--- config.mk ---
export PLATFORM = sky130hd
export DESIGN_NAME = mem_port_arbiter
export DESIGN_NICKNAME = d
export VERILOG_FILES = /design/src/rtl/mips_mem_pkg.sv /design/src/rtl/mem_port_arbiter_rd_pipe.sv /design/src/rtl/mem_port_arbiter.sv
export SDC_FILE = /design/constraint.sdc
export NUM_CORES = 1
export LEC_CHECK = 0
export BUFFER_PORTS_ARGS = -buffer_cell sky130_fd_sc_hd__buf_2
export CORE_MARGIN = 2
export CORE_UTILIZATION = 51
export CTS_CLUSTER_SIZE = 24
export DETAILED_ROUTE_END_ITERATION = 7
export PLACE_DENSITY = 0.88
export SYNTH_ARGS = -nofsm -noshare
export SYNTH_HDL_FRONTEND = slang
export SYNTH_SLANG_ARGS = --single-unit
--- constraint.sdc ---
create_clock -name clk -period 6.7 [get_ports clk]
set_input_delay 0.335 -clock clk [delete_from_list [all_inputs] [get_ports clk]]
set_output_delay 0.335 -clock clk [all_outputs]
set_load 0.005 [all_outputs]
--- src/rtl/mips_mem_pkg.sv ---
// Shared types and defaults for the instruction/data BRAM port arbiter.
package mips_mem_pkg;

    localparam int ADDR_W_DEF         = 16;
    localparam int DATA_W_DEF         = 32;
    localparam int MAX_CPU_STREAK_DEF = 4;
    // Wide enough for the largest legal streak limit (15).
    localparam int STREAK_W           = 4;

    typedef enum logic [1:0] {
        IDLE   = 2'd0,
        CPU_RD = 2'd1,
        CPU_WR = 2'd2,
        DBG_RD = 2'd3
    } arb_state_t;

endpackage

--- src/rtl/mem_port_arbiter_rd_pipe.sv ---
// Read-return tracker: an RD_LAT-deep valid/owner shift register. An entry
// is launched in the grant cycle and reaches the last stage in the cycle
// whose closing edge is where mem_rdata must be sampled.
module mem_rd_pipe
    import mips_mem_pkg::*;
#(
    parameter int RD_LAT = 2
) (
    input  logic clk,
    input  logic rst,
    input  logic launch,
    input  logic launch_dbg,
    output logic sample,
    output logic sample_dbg
);

    logic [RD_LAT:1] vld;
    logic [RD_LAT:1] own_dbg;

    // Shift the read token one stage per cycle; reset drops in-flight reads.
    always_ff @(posedge clk or posedge rst) begin
        if (rst) begin
            vld     <= '0;
            own_dbg <= '0;
        end else begin
            vld[1]     <= launch;
            own_dbg[1] <= launch_dbg;
            for (int i = 2; i <= RD_LAT; i++) begin
                vld[i]     <= vld[i-1];
                own_dbg[i] <= own_dbg[i-1];
            end
        end
    end

    assign sample     = vld[RD_LAT];
    assign sample_dbg = own_dbg[RD_LAT];

endmodule

--- src/rtl/mem_port_arbiter.sv ---
// Arbitrates the single-port BRAM between the CPU (read/write) and the
// debug/inference read port. One access outstanding at a time; the CPU has
// priority but debug is forced after MAX_CPU_STREAK back-to-back CPU grants.
module mem_port_arbiter
    import mips_mem_pkg::*;
#(
    parameter int ADDR_W         = ADDR_W_DEF,
    parameter int DATA_W         = DATA_W_DEF,
    parameter int RD_LAT         = 2,
    parameter int MAX_CPU_STREAK = MAX_CPU_STREAK_DEF
) (
    input  logic              clk,
    input  logic              rst,
    input  logic              cpu_req,
    input  logic              cpu_we,
    input  logic [ADDR_W-1:0] cpu_addr,
    input  logic [DATA_W-1:0] cpu_wdata,
    output logic              cpu_gnt,
    output logic              cpu_rvalid,
    output logic [DATA_W-1:0] cpu_rdata,
    input  logic              dbg_req,
    input  logic [ADDR_W-1:0] dbg_addr,
    output logic              dbg_gnt,
    output logic              dbg_rvalid,
    output logic [DATA_W-1:0] dbg_rdata,
    output logic              mem_en,
    output logic              mem_we,
    output logic [ADDR_W-1:0] mem_addr,
    output logic [DATA_W-1:0] mem_wdata,
    input  logic [DATA_W-1:0] mem_rdata,
    output logic              busy
);

    localparam logic [STREAK_W-1:0] STREAK_MAX = STREAK_W'(MAX_CPU_STREAK);

    arb_state_t          state;
    logic [STREAK_W-1:0] streak;
    logic                sample;
    logic                sample_dbg;
    logic                launch;
    logic                launch_dbg;
    logic                dbg_wins;

    // Debug wins when the CPU is quiet or has used up its streak.
    assign dbg_wins   = dbg_req && (!cpu_req || (streak == STREAK_MAX));

    // mem_en is high only in the grant cycle, so it marks the read launch.
    assign launch     = mem_en && !mem_we;
    assign launch_dbg = (state == DBG_RD);

    mem_rd_pipe #(.RD_LAT(RD_LAT)) u_rd_pipe (
        .clk        (clk),
        .rst        (rst),
        .launch     (launch),
        .launch_dbg (launch_dbg),
        .sample     (sample),
        .sample_dbg (sample_dbg)
    );

    // Arbitration FSM with registered grant/BRAM outputs and the streak counter.
    always_ff @(posedge clk or posedge rst) begin
        if (rst) begin
            state     <= IDLE;
            streak    <= '0;
            cpu_gnt   <= 1'b0;
            dbg_gnt   <= 1'b0;
            mem_en    <= 1'b0;
            mem_we    <= 1'b0;
            mem_addr  <= '0;
            mem_wdata <= '0;
            busy      <= 1'b0;
        end else begin
            cpu_gnt <= 1'b0;
            dbg_gnt <= 1'b0;
            mem_en  <= 1'b0;
            mem_we  <= 1'b0;
            case (state)
                IDLE: begin
                    if (dbg_wins) begin
                        state    <= DBG_RD;
                        dbg_gnt  <= 1'b1;
                        mem_en   <= 1'b1;
                        mem_addr <= dbg_addr;
                        busy     <= 1'b1;
                        streak   <= '0;
                    end else if (cpu_req) begin
                        state     <= cpu_we ? CPU_WR : CPU_RD;
                        cpu_gnt   <= 1'b1;
                        mem_en    <= 1'b1;
                        mem_we    <= cpu_we;
                        mem_addr  <= cpu_addr;
                        mem_wdata <= cpu_wdata;
                        busy      <= 1'b1;
                        // Only grants that make debug wait count toward the streak.
                        if (!dbg_req)
                            streak <= '0;
                        else if (streak != STREAK_MAX)
                            streak <= streak + 1'b1;
                    end else begin
                        busy <= 1'b0;
                        if (!dbg_req)
                            streak <= '0;
                    end
                end
                CPU_WR: begin
                    state <= IDLE;
                    busy  <= 1'b0;
                end
                CPU_RD, DBG_RD: begin
                    // Leave as the data is captured so IDLE lines up with rvalid.
                    if (sample) begin
                        state <= IDLE;
                        busy  <= 1'b0;
                    end
                end
                default: begin
                    state <= IDLE;
                    busy  <= 1'b0;
                end
            endcase
        end
    end

    // Steer the sampled BRAM data to its owner; rdata holds between pulses.
    always_ff @(posedge clk or posedge rst) begin
        if (rst) begin
            cpu_rvalid <= 1'b0;
            dbg_rvalid <= 1'b0;
            cpu_rdata  <= '0;
            dbg_rdata  <= '0;
        end else begin
            cpu_rvalid <= sample && !sample_dbg;
            dbg_rvalid <= sample && sample_dbg;
            if (sample && !sample_dbg)
                cpu_rdata <= mem_rdata;
            if (sample && sample_dbg)
                dbg_rdata <= mem_rdata;
        end
    end

endmodule

# Yosys cells after proc, flatten, opt, wreduce, memory -nomap -nowiden
# Cells that the tools add are included.
# totals
n_memories,0
elab_cells,65
reg_bits,129
in_bits,101
latchBits,0
out_inout_bits,119
ram_bits,0
rom_bits,0
# op_classes
addsub,1
bitwise_logic,1
n_div,0
eq_ne,9
multipliers,0
reduce_logical,15
mux,24
magnitude_cmp,0
n_shift,0
# op_table
op,count
16-bit 2-to-1 mux,2
4-bit 2-to-1 mux,5
1-bit 2-to-1 mux,11
2-bit 2-to-1 mux,4
2-bit one-hot mux with 3 select lines,1
3-bit AND reduction,2
"4-bit by 1-bit adder with 4-bit output, second input constant",1
"2-bit equality test, second input constant",2
"4-bit by 3-bit equality test with 1-bit output, second input constant",1
1-bit logical AND,4
"4-bit by 3-bit inequality test with 1-bit output, second input constant",1
2-bit AND reduction,2
1-bit logical NOT,3
"3-bit by 1-bit inequality test with 1-bit output, second input constant",1
"3-bit by 2-bit inequality test with 1-bit output, second input constant",1
"3-bit inequality test, second input constant",1
1-bit one-hot mux with 3 select lines,1
"2-bit by 1-bit equality test with 1-bit output, second input constant",1
2-bit logical NOT,1
"2-bit by 1-bit inequality test with 1-bit output, second input constant",1
2-bit nonzero test,1
2-bit OR reduction,1
1-bit logical OR,1
1-bit NOT,1

# Logic depth before layout (Yosys ltp)
# logic_depth
depth_word,5
depth_mapped,7
mapped_depth_nobuf,5

# Cells and area by module
# From an unflattened synthesis, not the netlist that was laid out.
# unflattened
cells_unflattened,356
hier_area_um2,5138.7
# by_module_without_submodules
mod,instances,cells_each,area_each_um2,seq_area_each_um2
mem_port_arbiter,1,351,5034.8,3128.0
mem_rd_pipe,1,5,103.8,100.1

# Least setup slack after synthesis
# Ideal clock, no wire load.
# synth_timing
path_kind,reg2reg
startpoint,register streak[0]
endpoint,register mem_wdata[10]
arrival_time_ns,1.511
path_stages_with_launch,8
n_path_buf,2
setup_slack_ns,5.063
required_ns,6.575
cell_sequence,dfrtp_1 inv_1 ha_1 nand4b_1 and3_1 buf_6 buf_6 mux2_4
# synth_between
elab_chain_cells,5
# synth_rtl
element,line_no,source
"start, declared",mem_port_arbiter.sv:37,logic [STREAK_W-1:0] streak;
"start signal, assigned",mem_port_arbiter.sv:98,streak <= streak + 1'b1;
4-bit by 3-bit equality test with 1-bit output,mem_port_arbiter.sv:45,assign dbg_wins = dbg_req && (!cpu_req || (streak == STREAK_MAX));
1-bit logical OR,mem_port_arbiter.sv:45,
1-bit logical AND,mem_port_arbiter.sv:45,
1-bit NOT (no source line),--,
3-bit AND reduction (no source line),--,
"end signal, assigned",mem_port_arbiter.sv:92,mem_wdata <= cpu_wdata;
"end, declared",mem_port_arbiter.sv:29,"output logic [DATA_W-1:0] mem_wdata,"
# Every way passes these cells.
# A chain may end at the register's enable or synchronous reset.

# Worst setup path after layout
# layout_timing
startpoint,register streak[1]
endpoint,register mem_wdata[30]
# The elaborated chain is that of the path after synthesis.

==> results.tsv <==
metric	value	unit
die_area	10910	sq um
io_pins	220	
vias	3758	
nets	677	
outcome	complete, but fails checks	
die_x	104.5	microns
synth_nets	459	
power-per-cell-area	502.1	nW/um^2
slew_violations	0	
synthCells	356	
cts_tree	yes	
clk_pin_slew_worst_paths	0.06	ns
path_cells	inv_1 -> ha_1 -> nand4b_1 -> and3_2 -> mux2_1	
crit_type	flip-flop to flip-flop	
max_stage_delay	0.92	ns
start_util	52.66	%
crit_start	streak[1]$_DFFE_PP0P_	
clkLatencyLatePin	0.51	ns
hpwl	8634	microns
grt_pass1_wl	19970	microns
tns	0	ns
crit_end	mem_wdata[30]$_DFFE_PP0P_	
grt.overflow.total	0	
clock_sinks	129	
hp-class	input pin to async pin	
clock.fmax	343.2	MHz
postPlaceCellArea	6310	sq um
reg2reg_slack	3.79	ns
core-area	9774	sq um
slew_headroom	30.06	%
routed_wirelength	12140	microns
core.rowCount	36	
ctsRootBufferMaster	clkbuf_8	
violations	hold timing	
ir_drop	219.2	uV
grt_pass1_vias	4079	
io_buffer_count	219	
die_h	104.5	microns
antennaDiodeCount	0	
regToRegStartpoint	streak[1]$_DFFE_PP0P_	
ant_nets	0	
cp.required	7.09	ns
cp-start-kind	flip-flop	
power	0.003494	W
grt_start_max_net_pins	71	
htree_levels	4	
cts_setup_buffers	0	
wl_per_cell	16.86	microns
fin_crit_sh	43.49	%
syn-cell-area	5147	sq um
critical_path_peak_fanout	35	
reg2reg_to	mem_wdata[30]$_DFFE_PP0P_	
cts-resized-gates	0	
r2r.worst_path.cells	5	
drc_errors	0	
critPathArrivalTime	3.30	ns
skew	0.005868	ns
syn_to_final_growth	35.20	%
setup_viol	0	
yosys_warnings	0	
worst_slew_pin_slew	1.049	ns
maxCapViolCount	0	
endpoint_kind	flip-flop	
cts_buffers	17	
ys_ff_latch	129	
place_congestion	0.8506	
slowest_stage	and3_2	
final_area	6959	sq um
first_iter_violations	148	
p_leak	3.422	nW
viasPerCell	5.219	
hold-worst-slack	-0.01704	ns
antenna_found_initial	0	
clk_path_buf_depth	2	
postCtsHoldBufs	0	
grt_usage	23.22	%
hold_viol_final	16	
rsz0062_at_grt	no	
syn_area_per_cell	14.46	sq um
drive_gt1_share	48.72	%
ys_seq_area_share	62.71	%
dr.pass1.iters	4	
fin_crit	2.914	ns
synth_cell_types	31	
-- layer usage --
metal	GRT usage [%]	routed length (microns)	up-vias
li1	-	-	1708
met5	0	0	-
met3	6.391	921	20
met1	28.09	4883	1843
met4	8.591	192	0
met2	39.68	6139	187
-- cell usage after synthesis, drive strengths merged --
| master | n | area [sq um] |
|---|---|---|
| xnor2 | 1 | 8.760 |
| ha | 2 | 25.02 |
| mux2 | 96 | 1182 |
| or2 | 2 | 12.51 |
| nand3 | 19 | 95.09 |
| inv | 7 | 26.28 |
| and3 | 1 | 6.260 |
| and2 | 4 | 25.02 |
| a21o | 2 | 15.01 |
| dfrtp | 129 | 3228 |
| nor2b | 3 | 18.77 |
| nand4 | 2 | 12.51 |
| nor2 | 1 | 3.750 |
| o21ai | 18 | 90.09 |
| clkbuf | 8 | 30.03 |
| nand4b | 1 | 8.760 |
| nand2b | 2 | 12.51 |
| a32o | 1 | 10.01 |
| nand2 | 5 | 18.77 |
| a21oi | 17 | 85.08 |
| and4b | 1 | 10.01 |
| buf | 15 | 98.84 |
| a31oi | 16 | 100.1 |
| o22ai | 1 | 6.260 |
| o311ai | 1 | 8.760 |
| a22o | 1 | 8.760 |
-- final cells by class --
| type | count | area, sq um |
|---|---|---|
| clock inverter | 13 | 207.7 |
| fill | 676 | 2815 |
| clock buffer | 19 | 441.7 |
| multi-input combinational | 197 | 1768 |
| sequential | 129 | 3228 |
| tap | 133 | 166.4 |
| timing repair buffer | 222 | 1119 |
| inverter | 7 | 28.78 |
-- how the worst min path moves through the flow --
stage                                         from                        endpoint  slack (ns)  cells after the start
finish                                         rst       mem_wdata[15]$_DFFE_PP0P_       -0.02                      2
global route                         cpu_wdata[11]       mem_wdata[11]$_DFFE_PP0P_        0.02                      2
CTS                                            rst       mem_wdata[22]$_DFFE_PP0P_        0.02                      2
detailed placement  u_rd_pipe.own_dbg[1]$_DFF_PP0_  u_rd_pipe.own_dbg[2]$_DFF_PP0_        0.33                      0
global placement    u_rd_pipe.own_dbg[1]$_DFF_PP0_  u_rd_pipe.own_dbg[2]$_DFF_PP0_        0.33                      0
floorplan           u_rd_pipe.own_dbg[1]$_DFF_PP0_  u_rd_pipe.own_dbg[2]$_DFF_PP0_        0.33                      0
-- worst max-delay path, delay by kind of cell, from the launching register on --
family | cells | cell delay (ns)
simple gates | 2 | 1.61
fa+ha+maj | 1 | 0.19
mux | 1 | 0.47
flops | 1 | 0.40
buf+inv | 1 | 0.10
-- sequential cells by signal, summed over array words and instances (netlist names) --
register / count
busy: 1
cpu_gnt: 1
cpu_rdata: 32
cpu_rvalid: 1
dbg_gnt: 1
dbg_rdata: 32
dbg_rvalid: 1
mem_addr: 16
mem_en: 1
mem_wdata: 32
mem_we: 1
state: 2
streak: 4
u_rd_pipe.own_dbg: 2
u_rd_pipe.vld: 2
-- kinds of logic (layout without fill, tap and decap cells) --
group | count (synthesis) | count (layout) | synth area share, %
simple gates | 41 | 41 | 4.351
mux | 96 | 96 | 22.97
xor+xnor | 1 | 1 | 0.1702
fa+ha+maj | 2 | 2 | 0.4861
buf+inv | 30 | 261 | 3.014
compound gates | 57 | 57 | 6.296
flops | 129 | 129 | 62.71
-- power by group --
part / leakage, nW / internal (W) / switching [W]
logic: 1.59 / 0.000622 / 0.000499
clock network: 0.306 / 0.000661 / 0.000334
registers: 1.52 / 0.00117 / 0.000212
total: 3.42 / 0.00245 / 0.00104
-- layout by cell type, fill, tap and decap left out --
master      instances
a32o_1              1
nand2_1             5
o21ai_1             2
nand2b_2            1
buf_2             219
ha_1                2
inv_2               2
a22o_1              1
mux2_1             69
and4b_1             1
buf_4               3
inv_6               1
nand3_1            19
nor2_1              1
clkbuf_8            3
mux2_4             27
nand4b_1            1
o21ai_0            16
xnor2_1             1
clkinv_4            1
a31oi_1            16
o22ai_1             1
inv_4               1
or2_1               2
and3_2              1
bufinv_16           5
and2_1              4
nand4_1             2
clkbuf_16          16
inv_1               4
nand2b_1            1
clkinvlp_4          4
dfrtp_1           129
clkinv_2            2
nor2b_1             3
a21oi_1            17
a21o_1              2
o311ai_1            1
-- stage by stage --
stage / worst slack, ns / std cells / hold WS, ns / util (%)
finish: 3.786 / 720 / -0.01704 / 71.20
detailed placement: 3.847 / 688 / 0.3347 / 64.55
CTS: 3.815 / 720 / 0.01556 / 71.20
floorplan: 2.924 / 356 / 0.3312 / -
global placement: 3.962 / 688 / 0.3335 / 64.55
global route: 3.605 / 720 / 0.02011 / 71.20
Note: power is estimated with default switching activity, not from simulation.
